**src/rtl/fft_pkg.sv**
```systemverilog
// Shared definitions for the FFT chain: default geometry and the one-hot
// stage state encoding used by the loader and the butterfly stages.
package fft_pkg;

    localparam int unsigned ADDR_W_DEF = 10;
    localparam int unsigned DATA_W_DEF = 18;
    localparam int unsigned N_DEF      = 1 << ADDR_W_DEF;

    typedef enum logic [3:0] {
        IDLE     = 4'b0001,
        CAPTURE  = 4'b0010,
        HANDOFF  = 4'b0100,
        WAIT_FFT = 4'b1000
    } fft_state_e;

endpackage

```
**src/rtl/fft_bitrev.sv**
```systemverilog
// Combinational bit-order reversal of an ADDR_W-bit address; also used by the
// output-reorder stage.
module fft_bitrev #(
    parameter int ADDR_W = 10
) (
    input  logic [ADDR_W-1:0] i_addr,
    output logic [ADDR_W-1:0] o_addr
);

    for (genvar g = 0; g < ADDR_W; g++) begin : g_rev
        assign o_addr[g] = i_addr[ADDR_W-1-g];
    end

endmodule

```
**src/rtl/fft_sample_loader.sv**
```systemverilog
// Captures one frame of real samples into the complex sample RAM at
// bit-reversed addresses, hands the frame to the butterfly stage, and waits.
module fft_sample_loader
    import fft_pkg::*;
#(
    parameter int ADDR_W        = ADDR_W_DEF,
    parameter int DATA_W        = DATA_W_DEF,
    parameter bit OFFSET_BINARY = 1'b0
) (
    input  logic              Clk,
    input  logic              reset,
    input  logic              arm,
    input  logic              continuous,
    input  logic              sampleValid,
    input  logic [DATA_W-1:0] sampleData,
    input  logic              fftDone,
    output logic [ADDR_W-1:0] ramAddr,
    output logic [DATA_W-1:0] ramDR,
    output logic [DATA_W-1:0] ramDI,
    output logic              ramWe,
    output logic              start,
    output logic              capturing,
    output logic [7:0]        frameCount,
    output logic [15:0]       dropCount
);

    fft_state_e        r_state;
    fft_state_e        w_next;
    logic [ADDR_W-1:0] r_count;
    logic [ADDR_W-1:0] w_rev;
    logic [DATA_W-1:0] w_conv;
    logic [ADDR_W-1:0] r_ram_addr;
    logic [DATA_W-1:0] r_ram_dr;
    logic              r_ram_we;
    logic              r_start;
    logic              r_capturing;
    logic [7:0]        r_frame;
    logic [15:0]       r_drop;
    logic              w_accept;

    fft_bitrev #(.ADDR_W(ADDR_W)) u_bitrev (
        .i_addr (r_count),
        .o_addr (w_rev)
    );

    assign w_conv   = OFFSET_BINARY ? {~sampleData[DATA_W-1], sampleData[DATA_W-2:0]}
                                    : sampleData;
    assign w_accept = (r_state == CAPTURE) && sampleValid;

    always_comb begin
        w_next = r_state;
        case (r_state)
            IDLE:     if (arm) w_next = CAPTURE;
            CAPTURE:  if (w_accept && (r_count == '1)) w_next = HANDOFF;
            HANDOFF:  w_next = WAIT_FFT;
            WAIT_FFT: if (fftDone) w_next = continuous ? CAPTURE : IDLE;
            default:  w_next = IDLE;
        endcase
    end

    // start is issued from HANDOFF one cycle later, so it trails the last write.
    always_ff @(posedge Clk or posedge reset) begin
        if (reset) begin
            r_state     <= IDLE;
            r_count     <= '0;
            r_ram_addr  <= '0;
            r_ram_dr    <= '0;
            r_ram_we    <= 1'b0;
            r_start     <= 1'b0;
            r_capturing <= 1'b0;
            r_frame     <= '0;
            r_drop      <= '0;
        end else begin
            r_state     <= w_next;
            r_ram_we    <= w_accept;
            r_start     <= (r_state == HANDOFF);
            r_capturing <= (w_next == CAPTURE);
            if (w_accept) begin
                r_ram_addr <= w_rev;
                r_ram_dr   <= w_conv;
                r_count    <= r_count + ADDR_W'(1);
            end else if (r_state != CAPTURE) begin
                r_count <= '0;
            end
            if (r_state == HANDOFF)
                r_frame <= r_frame + 8'd1;
            if ((r_state == WAIT_FFT) && sampleValid && (r_drop != '1))
                r_drop <= r_drop + 16'd1;
        end
    end

    assign ramAddr    = r_ram_addr;
    assign ramDR      = r_ram_dr;
    assign ramDI      = '0;
    assign ramWe      = r_ram_we;
    assign start      = r_start;
    assign capturing  = r_capturing;
    assign frameCount = r_frame;
    assign dropCount  = r_drop;

endmodule

```
**config.mk**
```make
export PLATFORM = sky130hd
export DESIGN_NAME = fft_sample_loader
export DESIGN_NICKNAME = d
export VERILOG_FILES = /design/src/rtl/fft_pkg.sv /design/src/rtl/fft_bitrev.sv /design/src/rtl/fft_sample_loader.sv
export SDC_FILE = /design/constraint.sdc
export NUM_CORES = 1
export LEC_CHECK = 0
export CORE_AREA = 4 4 84 86
export DETAILED_ROUTE_END_ITERATION = 16
export DIE_AREA = 0 0 88 90
export HOLD_SLACK_MARGIN = 0.12
export PLACE_DENSITY = 0.83
export SLEW_MARGIN = 25
export SYNTH_ARGS = -nofsm -noshare
export SYNTH_HDL_FRONTEND = slang
export SYNTH_SLANG_ARGS = --single-unit
```
**constraint.sdc**
```tcl
create_clock -name Clk -period 3.9 [get_ports Clk]
set_input_delay 0.39 -clock Clk [delete_from_list [all_inputs] [get_ports Clk]]
set_output_delay 0.39 -clock Clk [all_outputs]
set_load 0.01 [all_outputs]
```
-- Word-level counts from Yosys, hierarchy flattened
Index checks and enable logic that the tools add are counted.
- register bits: 69
- output and inout port bits: 73
- logic and storage cells: 32
- add/subtract/negate cells: 3
- equality and inequality tests: 8
- mux-type cells: 7
- reduce and logical (&&, ||, !) cells: 5
- operators by type and width (cell ; number):
    $mux W10 ; 2
    $add A16 B1 Y16 const B ; 1
    $ne A16 B16 Y1 const B ; 1
    $pmux W4 S4 ; 1
    $mux W4 ; 3
    $add A10 B1 Y10 const B ; 1
    $eq A10 B10 Y1 const B ; 1
    $add A8 B1 Y8 const B ; 1
    $eq A4 B2 Y1 const B ; 2
    $eq A4 B1 Y1 const B ; 1
    $eq A4 B3 Y1 const B ; 1
    $eq A4 B4 Y1 const B ; 1
    $logic_and A1 B1 Y1 ; 4
    $ne A4 B2 Y1 const B ; 1
    $mux W2 ; 1
    $reduce_bool A2 Y1 ; 1

-- Logic depth before layout (Yosys ltp)
Gate-level depths: netlist of the first run.
- depth in word-level cells: 6
- depth in mapped cells: 6
- gate-level depth less buffers: 5

-- Cells and area by module
A second synthesis of the first run with hierarchy kept.
- cells, all modules: 267
- area, all modules: 3220.6 um2
- modules (own cells, without submodules) (module ; instances ; cells an instance ; area an instance (um2)):
    fft_sample_loader ; 1 ; 257 ; 3145.5
    fft_bitrev ; 1 ; 10 ; 75.1

-- Worst setup path after synthesis of the first run
No wires, ideal clock.
- kind: reg2reg
- start point: reg r_state[1]
- end point: reg r_frame[7], in the netlist frameCount[7]
- setup time: 0.124 ns
- data arrival time: 1.420 ns
- data required time: 3.776 ns
- setup slack: 2.355 ns
- cell stages (with the launch flop): 7
- buffers on the path: 1
- period minus slack after synthesis: 1.545 ns
- path through: dfrtp_1 > buf_6 > nor4b_4 > nand4_2 > nor2_2 > nand3_1 > xnor2_1
- cells in the longest elaborated chain, start to end: 1
- RTL lines (element ; RTL line ; text):
    start, declared ; fft_sample_loader.sv:27 ; fft_state_e r_state;
    start signal, assigned ; fft_sample_loader.sv:74 ; r_state <= w_next;
    $eq A4 B3 Y1 ; fft_sample_loader.sv:85 ; if (r_state == HANDOFF)
    end signal, assigned ; fft_sample_loader.sv:86 ; r_frame <= r_frame + 8'd1;
    end, declared ; fft_sample_loader.sv:37 ; logic [7:0] r_frame;
No other way between the ends.
A chain may end at the register's enable or synchronous reset.

-- Worst setup path in the final report of the first run
- start point: in sampleValid
- end point: reg r_ram_dr[3], in the netlist ramDR[3]
- cells in the longest elaborated chain, start to end: 1
- RTL lines (element ; RTL line ; text):
    start, declared ; fft_sample_loader.sv:14 ; input logic sampleValid,
    $logic_and A1 B1 Y1 ; fft_sample_loader.sv:48 ; assign w_accept = (r_state == CAPTURE) && sampleValid;
    end signal, assigned ; fft_sample_loader.sv:80 ; r_ram_dr <= w_conv;
    end, declared ; fft_sample_loader.sv:33 ; logic [DATA_W-1:0] r_ram_dr;
No other way between the ends.

==> results.py, run 1 <==
metrics = {
    "logic_synthesis": {
        "ys_seq_area_share_pct": 56.3,
        "syn_area_per_cell_sq_um": 10.6,
        "syn_inst": 290,
        "synth_top_family_by_area": "simple AND/OR/NAND/NOR gates",
        "yosysUniqueCellTypes": 40,
        "netlist_area_sq_um": 3070,
        "synth-warning-count": 0,
        "ys_seq_elements": 69,
        "synth-compound-area-share_pct": 3.63,
        "synthAdderAreaFrac_pct": 1.22,
        "synthXorXnorAreaFrac_pct": 7.70,
        "synth-simple-area-share_pct": 20.4,
        "synth_mux_area_share_pct": 4.36,
    },
    "clocking": {
        "postCtsResizedCells": 0,
        "cts_hold_buf": 0,
        "clk_latency_ps": 350,
        "tritoncts": "built",
        "post_cts_buffers": 0,
        "clockRootBuffer": "clkbuf_8",
        "htreeDepth": 3,
        "clock_path_buffers": 2,
        "clk_pin_slew_ps": 70,
        "cts_buffers": 9,
        "cts.sinks": 69,
    },
    "pwr": {
        "irDropWorstVdd_uv": 364,
        "powerDensity_nw_per_um2": 478,
        "p_leak_nw": 1.95,
    },
    "route": {
        "avgViaCountPerCell": 4.96,
        "wl_per_cell_um": 13.9,
        "vias": 2257,
        "drt_pre_antenna_iters": 4,
        "drtAntennaViolNets": 0,
        "drtIter0Drc": 79,
        "drc_errors": 0,
        "wl_um": 6340,
    },
    "global_route": {
        "grt_antenna_before_repair": 0,
        "grt_pass1_wl_um": 11000,
        "grt-ovfl-total": 0,
        "grt_max_degree": 48,
        "grt_use_total_pct": 17.6,
        "grt_pass1_vias": 2314,
    },
    "timing": {
        "setup_violations": 0,
        "tns_ps": 0,
        "period_share_pct": 58.4,
        "maxSlewViolCount": 0,
        "rsz0062_at_grt": "false",
        "timing.fmax_ghz": 0.439,
        "hold_viol": 0,
        "relSlewSlack_pct": 47.8,
        "postLayoutSetupSlackWorst_ps": 1620,
        "tightest_slew_ps": 783,
        "post-route-min-period_ps": 2280,
        "skew_ps": 9.21,
    },
    "worst_setup_path": {
        "endpoint_kind": "register",
        "crit_family": "buffers and inverters",
        "start_kind": "input port",
        "crit_arrival_ps": 2510,
        "cp_max_fo": 19,
        "path_cells": "clkdlybuf4s50_1 > nand4_1 > clkinv_1 > nand2_1 > nand2_1",
        "critical_path_buf_inv_count": 2,
        "critPathRequiredTime_ps": 4130,
        "cp_slowest_cell": "nand4_1",
        "crit_path_frequent_cell": "nand2_1",
        "max_stage_delay_ps": 630,
        "worst-setup-path-type": "in2reg",
    },
    "die": {
        "fp-row-count": 29,
        "die_w_um": 88,
        "core_area_sq_um": 6280,
        "dieArea_sq_um": 7920,
        "initial_core_util_pct": 48.9,
        "die_h_um": 90,
        "io_pins": 97,
    },
    "finish": {
        "synthToLayoutAreaGrowth_pct": 34.4,
        "fillers": 482,
        "layout-drive-gt1-share_pct": 9.52,
        "multi_input_area_sq_um": 1210,
        "mostFrequentLayoutCell": "clkdlybuf4s50_1",
        "regArea_sq_um": 1730,
        "diodes": 0,
        "final_cell_mix": "clkdlybuf4s50_1 (78), nand2_1 (71), dfrtp_1 (68)",
        "final_nets": 400,
        "finish.instance_area_sq_um": 4120,
    },
    "placed_design": {
        "dpl_cell_area_sq_um": 3850,
        "place_ws_ps": 1230,
        "gp_congestion": 0.781,
        "portBuffers": 78,
        "dp_hpwl_um": 4580,
    },
    "worst_hold_path": {
        "hp-class": "reg2reg",
    },
    "flow_run": {
        "max_cap_violations": 0,
    },
    "status": {
        "outcome": "complete, no violations",
    },
}
sequential cells by signal (all words and copies together) (netlist names):
name,count
ramWe,1
frameCount,8
r_state,4
ramDR,18
dropCount,16
capturing,1
start,1
ramAddr,10
r_count,10
cell usage after synthesis, drive strengths merged:
cell / instances / share of area, %
or3: 3 / 0.61
and2: 1 / 0.20
clkinv: 1 / 0.12
nand3: 10 / 1.6
dfrtp: 68 / 55
nor4b: 1 / 0.77
inv: 4 / 0.49
a31oi: 2 / 0.41
mux2: 11 / 4.0
and3: 6 / 1.2
a21boi: 1 / 0.24
a41oi: 1 / 0.29
nor3: 2 / 0.33
nor4: 2 / 1.1
mux2i: 1 / 0.33
xnor2: 11 / 3.1
nand4: 10 / 2.2
o21ai: 3 / 0.49
buf: 23 / 5.4
and2b: 1 / 0.24
nor3b: 1 / 0.24
conb: 1 / 0.12
nor2: 19 / 2.4
xor2: 16 / 4.6
nand2b: 1 / 0.20
nand2: 71 / 8.7
a21oi: 7 / 1.1
clkbuf: 2 / 0.24
o32ai: 2 / 0.57
nand4b: 1 / 0.29
or2: 1 / 0.20
ha: 3 / 1.2
o21a: 1 / 0.24
dfstp: 1 / 0.86
a21o: 1 / 0.24
tightest hold or removal path: cells and delay by family, from the launching register on:
| family | cells | cell delay [ps] |
|---|---|---|
| flops | 1 | 340 |
| simple gates | 2 | 100 |
report_power, final:
group          switching, mW  internal (mW)  leakage (nW)
registers             0.0711          0.800         0.892
logic                  0.140          0.174         0.920
clock network          0.278          0.507         0.136
total                  0.489           1.48          1.95
path summary, 6_finish.rpt:
check | startpoint | end | slack, ps | cells after the start
min in group asynchronous | reset | dropCount[15] | 480 | 2
worst max-delay path | sampleValid | ramDR[3] | 1620 | 5
max in group asynchronous | reset | ramAddr[8] | 2630 | 3
worst max register to register | r_state[0] | ramDR[3] | 1660 | 5
worst min-delay path | ramDR[13] | ramDR[13] | 470 | 2
worst min register to register | ramDR[13] | ramDR[13] | 470 | 2
metal layers:
| metal | part of all wire, % | vias to the layer above | routed length [um] | global-route usage [%] |
|---|---|---|---|---|
| met2 | 50 | 61 | 3190 | 28.3 |
| met1 | 43 | 1083 | 2710 | 22.5 |
| met3 | 4.8 | 14 | 307 | 4.02 |
| met4 | 2.1 | 0 | 131 | 7.67 |
| met5 | 0 | - | 0 | 0 |
| li1 | - | 1099 | - | - |
layout make-up:
cell class / instances / share of cell area, %
clock buffers: 10 / 3.34
flip-flops and latches: 69 / 41.9
clock inverters: 6 / 3.25
repair buffers: 80 / 19.3
inverters: 5 / 0.485
multi-input cells: 208 / 29.4
well taps: 77 / 2.34
cell families (layout without fill, tap and decap cells):
family	count (synthesis)	after routing
AOI/OAI and AO/OA	18	18
xor gates and xnor gates	27	27
adders and majority gates	3	3
buffers and inverters	30	101
DFF	69	69
muxes	12	12
other	1	18
and+or+nand+nor	130	130
through the flow:
step | cells | utilization, % | hold WS [ps] | total power [mW]
after floorplan | 307 | - | 495 | 1.05
after global placement | 439 | 61.4 | 459 | 1.19
after detailed placement | 439 | 61.4 | 462 | 1.20
after CTS | 455 | 65.7 | 480 | 1.99
after global routing | 455 | 65.7 | 506 | 2.07
final | 455 | 65.7 | 474 | 1.97
Power figures use the tool's default switching activity.
==> run 2: changes to the inputs <==
--- a/config.mk
+++ b/config.mk
@@ -5,11 +5,11 @@
 export SDC_FILE = /design/constraint.sdc
 export NUM_CORES = 1
 export LEC_CHECK = 0
-export CORE_AREA = 4 4 84 86
+export CORE_AREA = 4 4 87 89
 export DETAILED_ROUTE_END_ITERATION = 16
-export DIE_AREA = 0 0 88 90
+export DIE_AREA = 0 0 91 93
 export HOLD_SLACK_MARGIN = 0.12
-export PLACE_DENSITY = 0.83
+export PLACE_DENSITY = 0.78
 export SLEW_MARGIN = 25
 export SYNTH_ARGS = -nofsm -noshare
 export SYNTH_HDL_FRONTEND = slang
==> constraint.sdc (replaced) <==
create_clock -name Clk -period 2.35 [get_ports Clk]
set_input_delay 0.235 -clock Clk [delete_from_list [all_inputs] [get_ports Clk]]
set_output_delay 0.235 -clock Clk [all_outputs]
set_load 0.01 [all_outputs]
==> run 2 against run 1 <==
  * Global-route usage is 2.5 points lower
  * Total power is 43% higher
  * Cell area decreased by 1.9%
  * Register-to-register slack got worse by 1200 ps
  * Sequential share of layout area rose by 0.80 points
  * Count of clock-buffer cells in the layout is 5 higher
  * Core utilization fell by 5.8 points
  * Combinational power rose by 67%
  * Worst setup slack worse by 1100 ps
  * Clock power is 6.6% higher
  * Non-clock buffer count increased by 1
  * Sequential power up 66%
  * Largest cell class unchanged
==> results.py, run 2 (synthesis gave the netlist of run 1 again) <==
metrics = {
    "status": {
        "outcome": "complete, no violations",
    },
    "worst_setup_path": {
        "r2r-end": "ramDR[16]",
        "endpoint_kind": "register",
        "crit_path_end": "ramDR[16]",
        "reg2regPathDepth": 5,
        "cp_max_fo": 19,
        "critPathRequiredTime_ps": 2570,
        "crit_start": "r_state[0]",
        "crit_arrival_ps": 2070,
        "reg2reg_setup_slack_ps": 500,
        "start_kind": "register",
        "reg2reg_from": "r_state[0]",
        "worst-setup-path-type": "reg2reg",
    },
    "clocking": {
        "cts_hold_buf": 0,
        "postCtsResizedCells": 0,
        "htreeDepth": 3,
        "tritoncts": "built",
        "post_cts_buffers": 0,
        "clockRootBuffer": "clkbuf_8",
        "cts_buffers": 9,
        "cts.sinks": 69,
        "clk_latency_ps": 330,
        "clock_path_buffers": 2,
        "clk_pin_slew_ps": 70,
    },
    "route": {
        "wl_um": 6110,
        "drt_pre_antenna_iters": 4,
        "vias": 2232,
        "drtAntennaViolNets": 0,
        "avgViaCountPerCell": 4.86,
        "drc_errors": 0,
        "drtIter0Drc": 90,
        "wl_per_cell_um": 13.3,
    },
    "finish": {
        "synthToLayoutAreaGrowth_pct": 31.8,
        "largest_reg_flops": 18,
        "final_nets": 401,
        "mostFrequentLayoutCell": "clkdlybuf4s50_1",
        "layout-drive-gt1-share_pct": 8.71,
        "fillers": 569,
        "finish.instance_area_sq_um": 4050,
        "final_cell_mix": "clkdlybuf4s50_1 (78), nand2_1 (71), dfrtp_1 (68)",
        "diodes": 0,
    },
    "placed_design": {
        "portBuffers": 78,
        "place_ws_ps": 452,
        "gp_congestion": 0.782,
        "dpl_cell_area_sq_um": 3870,
        "dp_hpwl_um": 4460,
    },
    "die": {
        "io_pins": 97,
        "core_area_sq_um": 6760,
        "die_h_um": 93,
        "die_w_um": 91,
        "fp-row-count": 30,
        "dieArea_sq_um": 8460,
        "initial_core_util_pct": 45.4,
    },
    "pwr": {
        "irDropWorstVdd_uv": 776,
        "total_power_mw": 2.81,
        "p_leak_nw": 1.91,
        "powerDensity_nw_per_um2": 694,
    },
    "timing": {
        "timing.fmax_ghz": 0.539,
        "period_share_pct": 78.9,
        "hold_slack_ps": 282,
        "hold_viol": 0,
        "rsz0062_at_grt": "false",
        "postLayoutSetupSlackWorst_ps": 496,
        "tightest_slew_ps": 505,
        "setup_violations": 0,
        "maxSlewViolCount": 0,
        "post-route-min-period_ps": 1850,
        "relSlewSlack_pct": 66.2,
        "tns_ps": 0,
        "skew_ps": 4.39,
    },
    "global_route": {
        "grt_pass1_wl_um": 10300,
        "grt-ovfl-total": 0,
        "grt_max_degree": 70,
        "grt_antenna_before_repair": 0,
        "grt_pass1_vias": 2240,
        "grt_use_total_pct": 15.1,
    },
    "flow_run": {
        "max_cap_violations": 0,
    },
    "worst_hold_path": {
        "hp-class": "in2async",
    },
}
-- run 2: how the worst min path moves through the flow --
stage / from / to / slack (ps) / depth (start not counted)
after floorplan: sampleData[0] / ramDR[0] / 340 / 2
after global placement: ramDR[4] / ramDR[4] / 460 / 2
after global routing: reset / dropCount[15] / 320 / 3
after detailed placement: ramDR[10] / ramDR[10] / 460 / 2
after CTS: reset / frameCount[6] / 310 / 3
final: reset / dropCount[11] / 280 / 3
-- run 2: power breakdown --
group / leakage [nW] / switching (mW) / internal, mW
clock: 0.0877 / 0.396 / 0.441
sequential: 0.892 / 0.118 / 1.33
combinational: 0.929 / 0.232 / 0.292
total: 1.91 / 0.746 / 2.06
-- run 2: cell type report --
class / instances / area, sq um / share of cell area, %
Tap cell: 80 / 100 / 2.47
Multi-Input combinational cell: 208 / 1210 / 30.0
Clock buffer: 15 / 166 / 4.11
Sequential cell: 69 / 1730 / 42.7
Timing Repair Buffer: 81 / 816 / 20.2
Clock inverter: 1 / 5.00 / 0.124
Inverter: 5 / 18.8 / 0.464
-- run 2: per-layer routing --
metal  GRT usage, %  part of all wire, %
met1           18.8                   43
met2           24.9                   49
met3           4.10                  5.8
met4           6.41                  1.4
met5              0                    0
-- run 2: worst max-delay path: stages, from the launching register on --
cell,delay (ps)
dfstp_2,590
inv_1,90
nand4_1,270
clkinv_1,500
nand2_1,200
nand2_1,70
-- run 2: per-stage QoR --
step           utilization [%]  cells
2_1_floorplan                -    307
3_3_place_gp              57.4    443
3_5_place_dp              57.4    443
4_1_cts                   59.9    459
5_1_grt                   59.9    459
6_report                  59.9    459
==> run 3: changes to the inputs <==
==> constraint.sdc (replaced) <==
create_clock -name Clk -period 1.8 [get_ports Clk]
set_input_delay 0.18 -clock Clk [delete_from_list [all_inputs] [get_ports Clk]]
set_output_delay 0.18 -clock Clk [all_outputs]
set_load 0.01 [all_outputs]
==> run 3 against run 2 <==
  * Cell area is 2.8% higher
  * Routed wire length is 2.9% higher
  * Clock skew is 3.2 ps higher
  * Sequential power is 30% higher
  * Worst setup slack worse by 350 ps
  * Cell count is 2.0% higher
  * Sequential cell count stayed put
  * Largest cell class unchanged
==> results.py, run 3 (synthesis gave the netlist of run 1 again) <==
metrics = {
    "route": {
        "wl_um": 6290,
        "wl_per_cell_um": 13.4,
        "drtIter0Drc": 112,
        "avgViaCountPerCell": 4.93,
        "drc_errors": 0,
        "vias": 2307,
        "drtAntennaViolNets": 0,
        "drt_pre_antenna_iters": 4,
    },
    "global_route": {
        "grt_antenna_before_repair": 0,
        "grt_pass1_vias": 2280,
        "grt_pass1_wl_um": 10500,
        "grt_use_total_pct": 15.7,
        "grt_max_degree": 32,
        "grt-ovfl-total": 0,
    },
    "timing": {
        "post-route-min-period_ps": 1650,
        "timing.fmax_ghz": 0.606,
        "tightest_slew_ps": 513,
        "maxSlewViolCount": 0,
        "rsz0062_at_grt": "false",
        "skew_ps": 7.63,
        "hold_slack_ps": 223,
        "setup_violations": 0,
        "hold_viol": 0,
        "relSlewSlack_pct": 65.7,
        "tns_ps": 0,
        "period_share_pct": 91.7,
    },
    "pwr": {
        "p_leak_nw": 1.98,
        "powerDensity_nw_per_um2": 897,
        "total_power_mw": 3.73,
        "clockPowerShare_pct": 30.6,
        "intPower_mw": 2.70,
        "seqPwrFrac_pct": 50.5,
        "irDropWorstVdd_uv": 862,
        "p_switching_mw": 1.03,
        "p_comb_share_pct": 18.9,
        "swShare_pct": 27.7,
    },
    "clocking": {
        "cts.sinks": 69,
        "htreeDepth": 3,
        "tritoncts": "built",
        "clk_latency_ps": 340,
        "clk_pin_slew_ps": 70,
        "clockRootBuffer": "clkbuf_8",
        "cts_buffers": 9,
        "clock_path_buffers": 2,
    },
    "die": {
        "dieArea_sq_um": 8460,
        "io_pins": 97,
        "die_w_um": 91,
        "core_area_sq_um": 6760,
        "initial_core_util_pct": 45.4,
        "fp-row-count": 30,
        "die_h_um": 93,
    },
    "placed_design": {
        "dpl_cell_area_sq_um": 3970,
        "dp_cells": 452,
        "dp_hpwl_um": 4740,
        "gp_congestion": 0.834,
        "portBuffers": 78,
    },
    "worst_hold_path": {
        "hp-class": "in2async",
    },
    "finish": {
        "finalNonFillerCells": 468,
        "layout-drive-gt1-share_pct": 11.6,
        "diodes": 0,
        "final_nets": 410,
        "final_cell_mix": "clkdlybuf4s50_1 (78), nand2_1 (71), dfrtp_1 (68)",
        "synthToLayoutAreaGrowth_pct": 35.5,
        "finish.instance_area_sq_um": 4160,
        "largest_reg_flops": 18,
        "mostFrequentLayoutCell": "clkdlybuf4s50_1",
    },
    "status": {
        "outcome": "complete, no violations",
    },
    "worst_setup_path": {
        "crit_arrival_ps": 1880,
        "worst-setup-path-type": "reg2reg",
        "start_kind": "register",
        "critPathRequiredTime_ps": 2030,
        "endpoint_kind": "register",
        "cp_max_fo": 29,
    },
    "flow_run": {
        "max_cap_violations": 0,
    },
}
## run 3: cell types whose count changed in the layout (fill, tap and decap cells not counted), moves of 2 or more
cell and change:
clkinv_2 +2, clkinvlp_4 +2, buf_4 +7, clkbuf_1 -3, buf_12 +2
## run 3: layer usage
layer  vias up  wire length [um]  track usage, %
met5         -                 0               0
met4         0               102            6.78
met3        11               369            4.75
met2        61              3220            26.8
met1      1121              2600            18.4
li1       1114                 -               -
## run 3: cell type report
class | instances | area [sq um]
clock buffer | 12 | 155
clock inverter | 4 | 22.5
fill | 562 | 2600
inverter | 5 | 22.5
multi-input combinational | 208 | 1220
sequential | 69 | 1730
tap | 80 | 100
timing repair buffer | 90 | 908
## run 3: power by group through the flow
stage	Sequential, mW	Combinational (mW)	Clock, mW
4_1_cts	1.89	0.718	1.17
3_5_place_dp	1.91	0.713	0
2_1_floorplan	1.94	0.330	0
5_1_grt	1.91	0.782	1.25
3_3_place_gp	1.90	0.694	0
6_report	1.88	0.704	1.14
## run 3: path summary, 6_finish.rpt
check	from	to	slack [ps]	depth (start not counted)
worst min register to register	frameCount[7]	frameCount[7]	470	1
max in group asynchronous	reset	r_count[2]	1090	3
worst max-delay path	r_state[0]	ramDR[4]	150	7
worst min-delay path	reset	r_state[3]	220	2
worst max register to register	r_state[0]	ramDR[4]	150	7
min in group Clk	sampleData[5]	ramDR[5]	350	3
## run 3: per-stage QoR
step           utilization, %  worst slack [ps]
6_report                 61.5               149
5_1_grt                  61.5              9.12
4_1_cts                  61.4               120
3_5_place_dp             58.8              53.6
3_3_place_gp             58.8               122
2_1_floorplan               -               255
## run 3: worst max-delay path, stage by stage (launching register included)
cell,delay [ps]
dfstp_2,590
inv_1,90
nand4_1,230
buf_12,220
clkinv_1,100
buf_4,180
nand2_1,70
nand2_1,50
## run 3: repair_timing
item                       in CTS  in global routing
resized for setup               0                  1
setup buffers                   0                  0
hold buffers                    0                  0
setup endpoints to repair       0                  2
